### config.mk
export PLATFORM = sky130hd
export DESIGN_NAME = jstk_poller
export DESIGN_NICKNAME = d
export VERILOG_FILES = /design/src/rtl/jstk_poller.sv
export SDC_FILE = /design/constraint.sdc
export NUM_CORES = 1
export LEC_CHECK = 0
export CELL_PAD_IN_SITES_DETAIL_PLACEMENT = 1
export CELL_PAD_IN_SITES_GLOBAL_PLACEMENT = 2
export CORE_ASPECT_RATIO = 0.9
export CORE_MARGIN = 1
export CORE_UTILIZATION = 29
export DETAILED_ROUTE_END_ITERATION = 8
export PLACE_DENSITY_LB_ADDON = 0.1
export SYNTH_ARGS = -nofsm -noshare
export SYNTH_HDL_FRONTEND = slang
export SYNTH_SLANG_ARGS = --single-unit
### constraint.sdc
create_clock -name clk -period 2.5 [get_ports clk]
set_clock_uncertainty 0.2 [all_clocks]
set_input_delay 0.375 -clock clk [delete_from_list [all_inputs] [get_ports clk]]
set_output_delay 0.375 -clock clk [all_outputs]
set_load 0.02 [all_outputs]
### src/rtl/jstk_poller.sv
// jstk_poller: periodic poll controller for the PMOD joystick SPI master.
// Requests a 40-bit transfer every POLL_CYCLES, waits for the master to
// finish, then decodes X/Y/buttons and derives thresholded paddle controls.
module jstk_poller #(
    parameter int unsigned POLL_CYCLES  = 50000,
    parameter int unsigned TRIG_TIMEOUT = 64,
    parameter int unsigned XFER_TIMEOUT = 4096,
    parameter logic [9:0]  DEAD_LO      = 10'd400,
    parameter logic [9:0]  DEAD_HI      = 10'd624
) (
    input  logic        clk,
    input  logic        reset,
    input  logic        enable,
    input  logic [1:0]  leds,
    output logic        trigger,
    output logic [39:0] out_bytes,
    input  logic [39:0] in_bytes,
    input  logic        cs,
    output logic [9:0]  x_pos,
    output logic [9:0]  y_pos,
    output logic [2:0]  buttons,
    output logic        sample_valid,
    output logic        paddle_up,
    output logic        paddle_down,
    output logic        xfer_error
);

    typedef enum logic [2:0] {IDLE, TRIG, BUSY, SETTLE, LATCH} state_t;

    state_t      state;
    logic        cs_m;
    logic        cs_s;
    logic [31:0] poll_cnt;
    logic [31:0] timer;
    logic [9:0]  y_new;
    logic        unused_in;

    assign y_new     = {in_bytes[9:8], in_bytes[23:16]};
    assign unused_in = ^{in_bytes[31:26], in_bytes[15:10], in_bytes[7:3]};

    // Two-flop synchroniser for the master's chip-select (idle high).
    always_ff @(posedge clk) begin
        if (reset) begin
            cs_m <= 1'b1;
            cs_s <= 1'b1;
        end else begin
            cs_m <= cs;
            cs_s <= cs_m;
        end
    end

    // Poll / trigger / wait / decode sequencer with registered outputs.
    always_ff @(posedge clk) begin
        if (reset) begin
            state        <= IDLE;
            poll_cnt     <= '0;
            timer        <= '0;
            trigger      <= 1'b0;
            out_bytes    <= 40'h80_0000_0000;
            x_pos        <= 10'd512;
            y_pos        <= 10'd512;
            buttons      <= '0;
            sample_valid <= 1'b0;
            paddle_up    <= 1'b0;
            paddle_down  <= 1'b0;
            xfer_error   <= 1'b0;
        end else begin
            sample_valid <= 1'b0;
            xfer_error   <= 1'b0;
            case (state)
                IDLE: begin
                    out_bytes <= {6'b100000, leds, 32'h0};
                    if (!enable) begin
                        poll_cnt <= '0;
                    end else if (poll_cnt == POLL_CYCLES - 1) begin
                        // Period elapsed: hold here until the master is free.
                        if (cs_s) begin
                            poll_cnt <= '0;
                            timer    <= '0;
                            trigger  <= 1'b1;
                            state    <= TRIG;
                        end
                    end else begin
                        poll_cnt <= poll_cnt + 32'd1;
                    end
                end
                TRIG: begin
                    if (!cs_s) begin
                        trigger <= 1'b0;
                        timer   <= '0;
                        state   <= BUSY;
                    end else if (timer == TRIG_TIMEOUT - 1) begin
                        trigger    <= 1'b0;
                        xfer_error <= 1'b1;
                        state      <= IDLE;
                    end else begin
                        timer <= timer + 32'd1;
                    end
                end
                BUSY: begin
                    if (cs_s) begin
                        timer <= '0;
                        state <= SETTLE;
                    end else if (timer == XFER_TIMEOUT - 1) begin
                        xfer_error <= 1'b1;
                        state      <= IDLE;
                    end else begin
                        timer <= timer + 32'd1;
                    end
                end
                SETTLE: begin
                    // One SPI clock period (clk/4) for in_bytes to settle.
                    if (timer == 32'd3) begin
                        state <= LATCH;
                    end else begin
                        timer <= timer + 32'd1;
                    end
                end
                LATCH: begin
                    x_pos        <= {in_bytes[25:24], in_bytes[39:32]};
                    y_pos        <= y_new;
                    buttons      <= in_bytes[2:0];
                    paddle_up    <= (y_new >= DEAD_HI);
                    paddle_down  <= (y_new <= DEAD_LO);
                    sample_valid <= 1'b1;
                    state        <= IDLE;
                end
                default: state <= IDLE;
            endcase
        end
    end

endmodule

==> flow_summary.ini, run 1 <==
[timing]
whs_ps = 159
period_share_pct = 95.5
hold_violations = 0
drv_slew = 0
tightest_slew_ps = 595
setup_viol = 0
rsz0062_at_grt = true
max_slew_margin_pct = 60.3
min_period_ps = 2390
fmax_mhz = 419

[grt]
grt_pass1_vias = 5325
track_usage_pct = 18.6
antenna_found_initial = 0
grt_max_degree = 35
gr-total-overflow = 0
grt_pass1_wl_um = 27200

[worst_setup_path]
cp_top_family = simple AND/OR/NAND/NOR gates
crit_type = reg2reg
cp_num_buf_inv = 0
critPathArrivalTime_ps = 2440
cpPeakStageDelay_ps = 580
crit_fanout = 3
cpMaxStageDelayCell = or4b_1
worstPathRequired_ps = 2550
cp-start-kind = register
cp_cell_sequence = or4b_1, or4_1, o211ai_1, a211oi_1, o21ai_1, a21oi_1
crit_path_end_kind = register

[pwr]
p_per_area_nw_per_um2 = 469
leakagePower_nw = 2.45
ir_drop_uv = 300

[cts]
numCtsBuffers = 9
cts_root_buffer = clkbuf_16
cts_buffer_depth = 2
cts_max_level = 3
clkLatencyLatePin_ps = 350
cts_sinks = 99
clkTransAtPathRegs_ps = 70
cts_tree = done

[drt]
drc_errors = 0
dr.pass1.iters = 4
wire_per_inst_um = 16.1
drt_wl_total_um = 16800
drt_iter0_markers = 188
drtAntennaViolNets = 0
vias = 5219
via_per_inst = 4.99

[final_layout]
diodes = 0
nets = 849
area.growth.synth_to_final_pct = 31.9
final_cell_mix = dfxtp_1 (96), nand2_1 (94), buf_4 (90)
layout_commonest_cell = dfxtp_1
final_util_pct = 39.5
drive_above_1_share_pct = 17.7

[yosys]
yosys_warnings = 0
async_flop_share_pct = 0
synthFlopType = dfxtp_1
yosysSeqAreaShare_pct = 37.2
synth_edf_count = 0
syn_avg_cell_area_um2 = 7.83
synthesis.instances = 680
synth_cell_type_count = 65
synth_area_um2 = 5330
ys_seq_elements = 99

[status]
outcome = finished clean

[floorplan]
die-area_um2 = 18900
die_h_um = 131
pin_count = 114
die_w_um = 145
core.rowCount = 46
start_util_pct = 29.9
core_um2 = 17800

[placement]
dp_hpwl_um = 12400
gp_congestion = 0.791
port_buffers = 58

[run]
cap_violations = 0

[hold_path]
min_path_type = in2reg
[final timing paths]
path | end | cells after the start | startpoint | slack, ps
max | timer[6]$_SDFFE_PP0P_ | 6 | state[0]$_SDFFE_PP0P_ | 110
min | trigger$_SDFFE_PP0P_ | 2 | reset | 160
max reg2reg | timer[6]$_SDFFE_PP0P_ | 6 | state[0]$_SDFFE_PP0P_ | 110
min reg2reg | cs_s$_SDFF_PP1_ | 1 | cs_m$_SDFF_PP1_ | 220
[through the flow]
stage	setup slack (ps)	setup TNS, ps	area [µm²]	cells	power (mW)
after floorplan	275	0	5460	716	1.76
final	112	0	7030	1046	3.30
after detailed placement	-354	-3770	6570	1027	1.79
after CTS	11.8	0	6910	1043	3.36
after global placement	-294	-3250	6570	1027	1.79
after global routing	-19.4	-39.9	7030	1046	3.42
[what timing repair did]
item	4_1_cts	5_1_grt
pin swaps	0	4
hold buffers	0	0
resized for setup	2	23
cloned	0	0
setup buffers	0	3
endpoints found under the setup margin	19	53
[cells in the mapped netlist, types with 3 or more instances]
master     n  area, µm²
nor4_1    24        150
nor4b_1    7       61.3
clkbuf_1  28        105
o32ai_1   11       96.3
a21o_1     3       22.5
xor2_1     9       78.8
nand3_1   28        140
nor2_1    58        218
buf_2      9       45.0
o21ai_0   28        140
a311oi_1   5       43.8
nor3b_1    5       37.5
nand2b_1   3       18.8
inv_1     18       67.6
nand2_1   94        353
a211oi_1   3       22.5
or4_1      3       22.5
xnor2_1   31        272
a31oi_1    5       31.3
o211ai_1   5       37.5
nand3b_1   3       22.5
nor3_1    15       75.1
nand4_1   23        144
and2_1     4       25.0
or3_1     10       62.6
and4_1     3       26.3
a21oi_1   49        245
and3_1     6       37.5
or2_2      7       43.8
dfxtp_1   99       1980
o22ai_1    5       31.3
buf_4     38        285
[cell families after synthesis]
kind of cell	count (synthesis)	synth area share [%]
compound gates	128	14.9
xor+xnor	40	6.58
fa+ha+maj	2	0.470
buf+inv	97	9.87
flops	99	37.2
mux	2	0.376
other cells	2	0.141
simple gates	310	30.5
[cell type report]
| cell class | instances | area [µm²] |
|---|---|---|
| Multi-Input combinational cell | 520 | 3040 |
| Sequential cell | 99 | 1990 |
| Clock buffer | 9 | 225 |
| Timing Repair Buffer | 152 | 1310 |
| Fill cell | 2165 | 10800 |
| Tap cell | 240 | 300 |
| Inverter | 19 | 71.3 |
| Clock inverter | 7 | 100 |
[registers in the layout, indices dropped and copies added (netlist names)]
signal and cells:
cs_m 1, trigger 1, sample_valid 1, state 3, buttons 3, out_bytes 2, poll_cnt 32, paddle_down 1
timer 32, y_pos 10, xfer_error 1, cs_s 1, paddle_up 1, x_pos 10
[metal layers]
| layer | share of wire, % | global-route usage, % |
|---|---|---|
| met1 | 47 | 23.5 |
| met2 | 50 | 32.3 |
| met3 | 1.9 | 3.06 |
| met4 | 1.3 | 5.45 |
| met5 | 0 | 0 |
[where the power goes]
part           internal [mW]  leakage [nW]  switching [mW]
Clock                  0.883         0.148           0.657
Sequential              1.58         0.800         0.00239
Combinational         0.0645          1.50           0.109
Total                   2.53          2.45           0.769
(Power assumes the default switching activity.)
==> run 2, diff against run 1 <==
--- a/config.mk
+++ b/config.mk
@@ -5,13 +5,14 @@
 export SDC_FILE = /design/constraint.sdc
 export NUM_CORES = 1
 export LEC_CHECK = 0
+export CAP_MARGIN = 40
 export CELL_PAD_IN_SITES_DETAIL_PLACEMENT = 1
 export CELL_PAD_IN_SITES_GLOBAL_PLACEMENT = 2
 export CORE_ASPECT_RATIO = 0.9
 export CORE_MARGIN = 1
 export CORE_UTILIZATION = 29
 export DETAILED_ROUTE_END_ITERATION = 8
-export PLACE_DENSITY_LB_ADDON = 0.1
+export PLACE_DENSITY = 0.89
 export SYNTH_ARGS = -nofsm -noshare
 export SYNTH_HDL_FRONTEND = slang
 export SYNTH_SLANG_ARGS = --single-unit
==> flow_summary.ini, run 2 (synthesis gave the netlist of run 1 again) <==
[timing]
max_slew_margin_pct = 59.6
period_share_pct = 99.5
min_period_ps = 2490
tns_ps = 0
setup_viol = 0
fmax_mhz = 402
rsz0062_at_grt = true
hold_violations = 0
tightest_slew_ps = 605
drv_slew = 0

[cts]
cts_max_level = 3
numCtsBuffers = 9
cts_tree = done
cts_sinks = 99
cts_buffer_depth = 2
cts_root_buffer = clkbuf_16
clkLatencyLatePin_ps = 360
holdBufCountCts = 0
clkTransAtPathRegs_ps = 70

[final_layout]
fill_cells = 2124
area.growth.synth_to_final_pct = 31.3
diodes = 0
layout_commonest_cell = dfxtp_1
drive_above_1_share_pct = 16.8
nets = 833
reg_top3 = poll_cnt x32, timer x32
final_cell_mix = dfxtp_1 (97), nand2_1 (94), buf_4 (72)
final_util_pct = 39.3

[floorplan]
die_w_um = 145
core.rowCount = 46
start_util_pct = 29.9
die-area_um2 = 18900
pin_count = 114
core_um2 = 17800
die_h_um = 131

[grt]
antenna_found_initial = 0
grt_pass1_wl_um = 25200
gr-total-overflow = 0
met1_usage_pct = 22.7
track_usage_pct = 16.9
grt_most_used_layer = met2
grt_pass1_vias = 4912
use_met2_pct = 27.9
grt_max_degree = 29
use_met3_pct = 3.02

[worst_setup_path]
critPathArrivalTime_ps = 2550
crit_fanout = 5
crit_type = reg2reg
cp-startpoint = timer[0]$_SDFFE_PP0P_
crit_path_end_kind = register
r2r-start = timer[0]$_SDFFE_PP0P_
cp-start-kind = register
worstPathRequired_ps = 2560

[pwr]
p_per_area_nw_per_um2 = 478
leakagePower_nw = 2.42
ir_drop_uv = 290

[drt]
drt_iter0_markers = 221
drt_wl_total_um = 16100
dr.pass1.iters = 4
drtAntennaViolNets = 0
vias = 5174
wire_per_inst_um = 15.6
via_per_inst = 5.02
drc_errors = 0

[status]
outcome = finished clean

[hold_path]
min_path_type = reg2reg
holdCritStartpoint = cs_m$_SDFF_PP1_

[placement]
gp_congestion = 0.815
dp_hpwl_um = 11400
port_buffers = 58

[run]
cap_violations = 0
[run 2: changes by cell type in the layout (fill, tap and decap cells not counted), sizes merged]
cell      previous run  this run
inv                 20        21
clkbuf               9        12
clkinvlp             3         0
clkinv               1         0
buf                 95        79
[run 2: routing by layer]
layer | share of wire, % | routed length, µm
met5 | 0 | 0
met4 | 1.1 | 174
met3 | 2.5 | 405
met2 | 49 | 7850
met1 | 48 | 7680
[run 2: power by group]
part           leakage (nW)  internal (mW)  switching [mW]  total, mW
clock network         0.164          0.941           0.648       1.59
logic                  1.45         0.0645           0.110      0.174
registers             0.799           1.58         0.00225       1.58
[run 2: per-stage QoR]
| stage | power, mW | cell area [µm²] | hold WS [ps] | cells | setup slack [ps] |
|---|---|---|---|---|---|
| 6_report | 3.35 | 6990 | 214 | 1030 | 11.3 |
| 5_1_grt | 3.46 | 6990 | 224 | 1030 | -39.7 |
| 4_1_cts | 3.38 | 6850 | 215 | 1029 | 1.63 |
| 3_5_place_dp | 1.79 | 6500 | 198 | 1012 | -106 |
| 3_3_place_gp | 1.79 | 6490 | 192 | 1011 | -184 |
| 2_1_floorplan | 1.76 | 5460 | 189 | 716 | 275 |
[run 2: timing repair]
item | in CTS | in global routing
setup buffers | 1 | 0
pin swaps | 2 | 7
setup endpoints to repair | 31 | 27
cloned | 0 | 1
endpoints found under the hold margin | 0 | 0
gates resized for setup | 4 | 25
[run 2: worst max-delay path: stages, from the launching register on]
cell and delay (ps):
dfxtp_2 360, ha_4 160, nand4_1 170, or4_4 600
o22ai_2 190, o21a_2 230, nor2_4 70, buf_2 190
o32ai_1 210
[run 2: final timing paths]
path	end	slack, ps	depth (start not counted)
min	cs_s$_SDFF_PP1_	210	1
max	timer[31]$_SDFFE_PP0P_	10	8
min reg2reg	cs_s$_SDFF_PP1_	210	1
max reg2reg	timer[31]$_SDFFE_PP0P_	10	8
[run 2: layout make-up]
cell class                      count  area (µm²)  area share (%)
Clock inverter                      4        77.6            1.11
Sequential cell                    99        1980            28.4
Inverter                           19        71.3            1.02
Timing Repair Buffer              136        1210            17.3
Clock buffer                       12         256            3.67
Multi-Input combinational cell    520        3090            44.2
Tap cell                          240         300            4.29
==> run 3, diff against run 2 <==
--- a/config.mk
+++ b/config.mk
@@ -13,6 +13,7 @@
 export CORE_UTILIZATION = 29
 export DETAILED_ROUTE_END_ITERATION = 8
 export PLACE_DENSITY = 0.89
+export SETUP_SLACK_MARGIN = 0.02
 export SYNTH_ARGS = -nofsm -noshare
 export SYNTH_HDL_FRONTEND = slang
 export SYNTH_SLANG_ARGS = --single-unit
==> constraint.sdc (replaced) <==
create_clock -name clk -period 2.5 [get_ports clk]
set_clock_uncertainty 0.2 [all_clocks]
set_input_delay 0.375 -clock clk [delete_from_list [all_inputs] [get_ports clk]]
set_output_delay 0.375 -clock clk [all_outputs]
set_load 0.05 [all_outputs]
==> flow_summary.ini, run 3 (synthesis gave the netlist of run 1 again) <==
[worst_setup_path]
cpPeakStageDelay_ps = 600
crit_fanout = 4
crit_path_end_kind = register
crit_type = reg2reg
critPathArrivalTime_ps = 2520
reg2reg_depth = 8
cpMaxStageDelayCell = or4_4
worstPathRequired_ps = 2560
cp-start-kind = register
rr_endpoint = timer[4]$_SDFFE_PP0P_
r2r-start = timer[1]$_SDFFE_PP0P_
cp_cell_sequence = ha_4, nand4_1, or4_4, o22ai_2, o21a_2, nor2_4, buf_4, o32ai_1
r2r_slack_ps = 40

[timing]
tightest_slew_ps = 630
period_share_pct = 98.5
drv_slew = 0
max_slew_margin_pct = 58.0
setup_viol = 0
hold_violations = 0
tns_ps = 0
min_period_ps = 2460
rsz0062_at_grt = true
fmax_mhz = 406
finalWorstSetupSlack_ps = 37.4

[pwr]
ir_drop_uv = 290
finalPower_mw = 3.42
p_int_mw = 2.59
pwr-share-seq_pct = 46.3
power.share.clock_pct = 46.4
leakagePower_nw = 2.42
pwr-share-comb_pct = 7.4
p_switching_uw = 835
switching_share_pct = 24.4
p_per_area_nw_per_um2 = 488

[placement]
port_buffers = 58
gp_congestion = 0.815
dp_cells = 1012
dp_hpwl_um = 11400
place_ws_ps = -106
dpl-instance-area_um2 = 6500

[cts]
clkLatencyLatePin_ps = 350
cts_tree = done
cts_root_buffer = clkbuf_16
cts_buffer_depth = 2
clkTransAtPathRegs_ps = 70
cts_sinks = 99
cts_max_level = 3
numCtsBuffers = 9

[final_layout]
area.growth.synth_to_final_pct = 31.6
design_area_um2 = 7010
final_cell_mix = dfxtp_1 (96), nand2_1 (94), buf_4 (74)
nets = 835
final-instance-count-excl-fill = 1032
layout_commonest_cell = dfxtp_1
drive_above_1_share_pct = 17.2
reg_top3 = poll_cnt x32, timer x32
diodes = 0

[grt]
grt_max_degree = 29
grt_pass1_vias = 4917
track_usage_pct = 17.0
gr-total-overflow = 0
antenna_found_initial = 0
grt_pass1_wl_um = 25300

[drt]
wire_per_inst_um = 15.8
drt_iter0_markers = 243
drt_wl_total_um = 16300
drtAntennaViolNets = 0
dr.pass1.iters = 4
drc_errors = 0
via_per_inst = 5.00
vias = 5164

[floorplan]
core.rowCount = 46
start_util_pct = 29.9
pin_count = 114
core_um2 = 17800
die_w_um = 145
die-area_um2 = 18900
die_h_um = 131

[status]
outcome = finished clean

[hold_path]
hold_depth = 1
min_path_type = reg2reg
hold_end = cs_s$_SDFF_PP1_
holdCritStartpoint = cs_m$_SDFF_PP1_

[run]
cap_violations = 0
==> run 3: cell count changes in the layout (fill, tap and decap cells not counted) <==
cell | previous run | this run
nor3_1 | 14 | 15
buf_6 | 1 | 2
dfxtp_2 | 2 | 3
nor4_2 | 3 | 4
o32ai_2 | 3 | 4
o32ai_1 | 8 | 7
dfxtp_1 | 97 | 96
buf_4 | 72 | 74
buf_2 | 2 | 1
nor4_4 | 3 | 2
nor3_2 | 2 | 1
==> run 3: power by group through the flow <==
| stage | registers (mW) | logic (mW) | clock network [mW] |
|---|---|---|---|
| 2_1_floorplan | 1.63 | 0.210 | 0 |
| 3_3_place_gp | 1.62 | 0.248 | 0 |
| 3_5_place_dp | 1.62 | 0.250 | 0 |
| 4_1_cts | 1.58 | 0.251 | 1.63 |
| 5_1_grt | 1.58 | 0.266 | 1.68 |
| 6_report | 1.58 | 0.252 | 1.59 |
==> run 3: worst max-delay path by stage <==
stage               depth (start not counted)                     end                   from
finish                                      8   timer[4]$_SDFFE_PP0P_  timer[1]$_SDFFE_PP0P_
floorplan                                   8  timer[11]$_SDFFE_PP0P_  timer[0]$_SDFFE_PP0P_
detailed placement                          8  timer[18]$_SDFFE_PP0P_  timer[0]$_SDFFE_PP0P_
global placement                            6  timer[18]$_SDFFE_PP0P_                 enable
CTS                                        10  timer[26]$_SDFFE_PP0P_  timer[0]$_SDFFE_PP0P_
global route                                8  timer[18]$_SDFFE_PP0P_  timer[1]$_SDFFE_PP0P_
==> run 3: cell type report <==
type | count | area [µm²]
inverter | 19 | 71.3
multi-input combinational | 520 | 3090
tap | 240 | 300
timing repair buffer | 138 | 1230
clock inverter | 4 | 77.6
fill | 2124 | 10800
clock buffer | 12 | 256
sequential | 99 | 1990
==> run 3: worst max-delay path: cells and delay by family, from the launching register on <==
family	cells	cell delay [ps]
adder cells (fa/ha/maj)	1	160
buffers and inverters	1	170
AND/OR/NAND/NOR	3	860
AO/OA/AOI/OAI	3	620
flip-flops	1	350
==> run 3: through the flow <==
stage                     hold WS, ps  utilization (%)
after floorplan                   189                -
after global placement            192             36.5
after detailed placement          198             36.5
after CTS                         215             38.6
after global routing              224             39.4
final                             214             39.4
==> run 3: layer usage <==
metal / GRT usage [%] / vias to the layer above / part of all wire (%)
li1: - / 2561 / -
met1: 22.7 / 2519 / 47
met2: 28.1 / 76 / 49
met3: 3.02 / 8 / 3.2
met4: 4.52 / 0 / 0.72
met5: 0 / - / 0
==> run 3: repair_timing <==
| item | 4_1_cts | 5_1_grt |
|---|---|---|
| endpoints found under the setup margin | 33 | 34 |
| endpoints found under the hold margin | 0 | 0 |
| cloned | 0 | 1 |
| pin swaps | 2 | 10 |
| resized for setup | 5 | 27 |
| hold buffers | 0 | 0 |
| setup buffers | 1 | 2 |
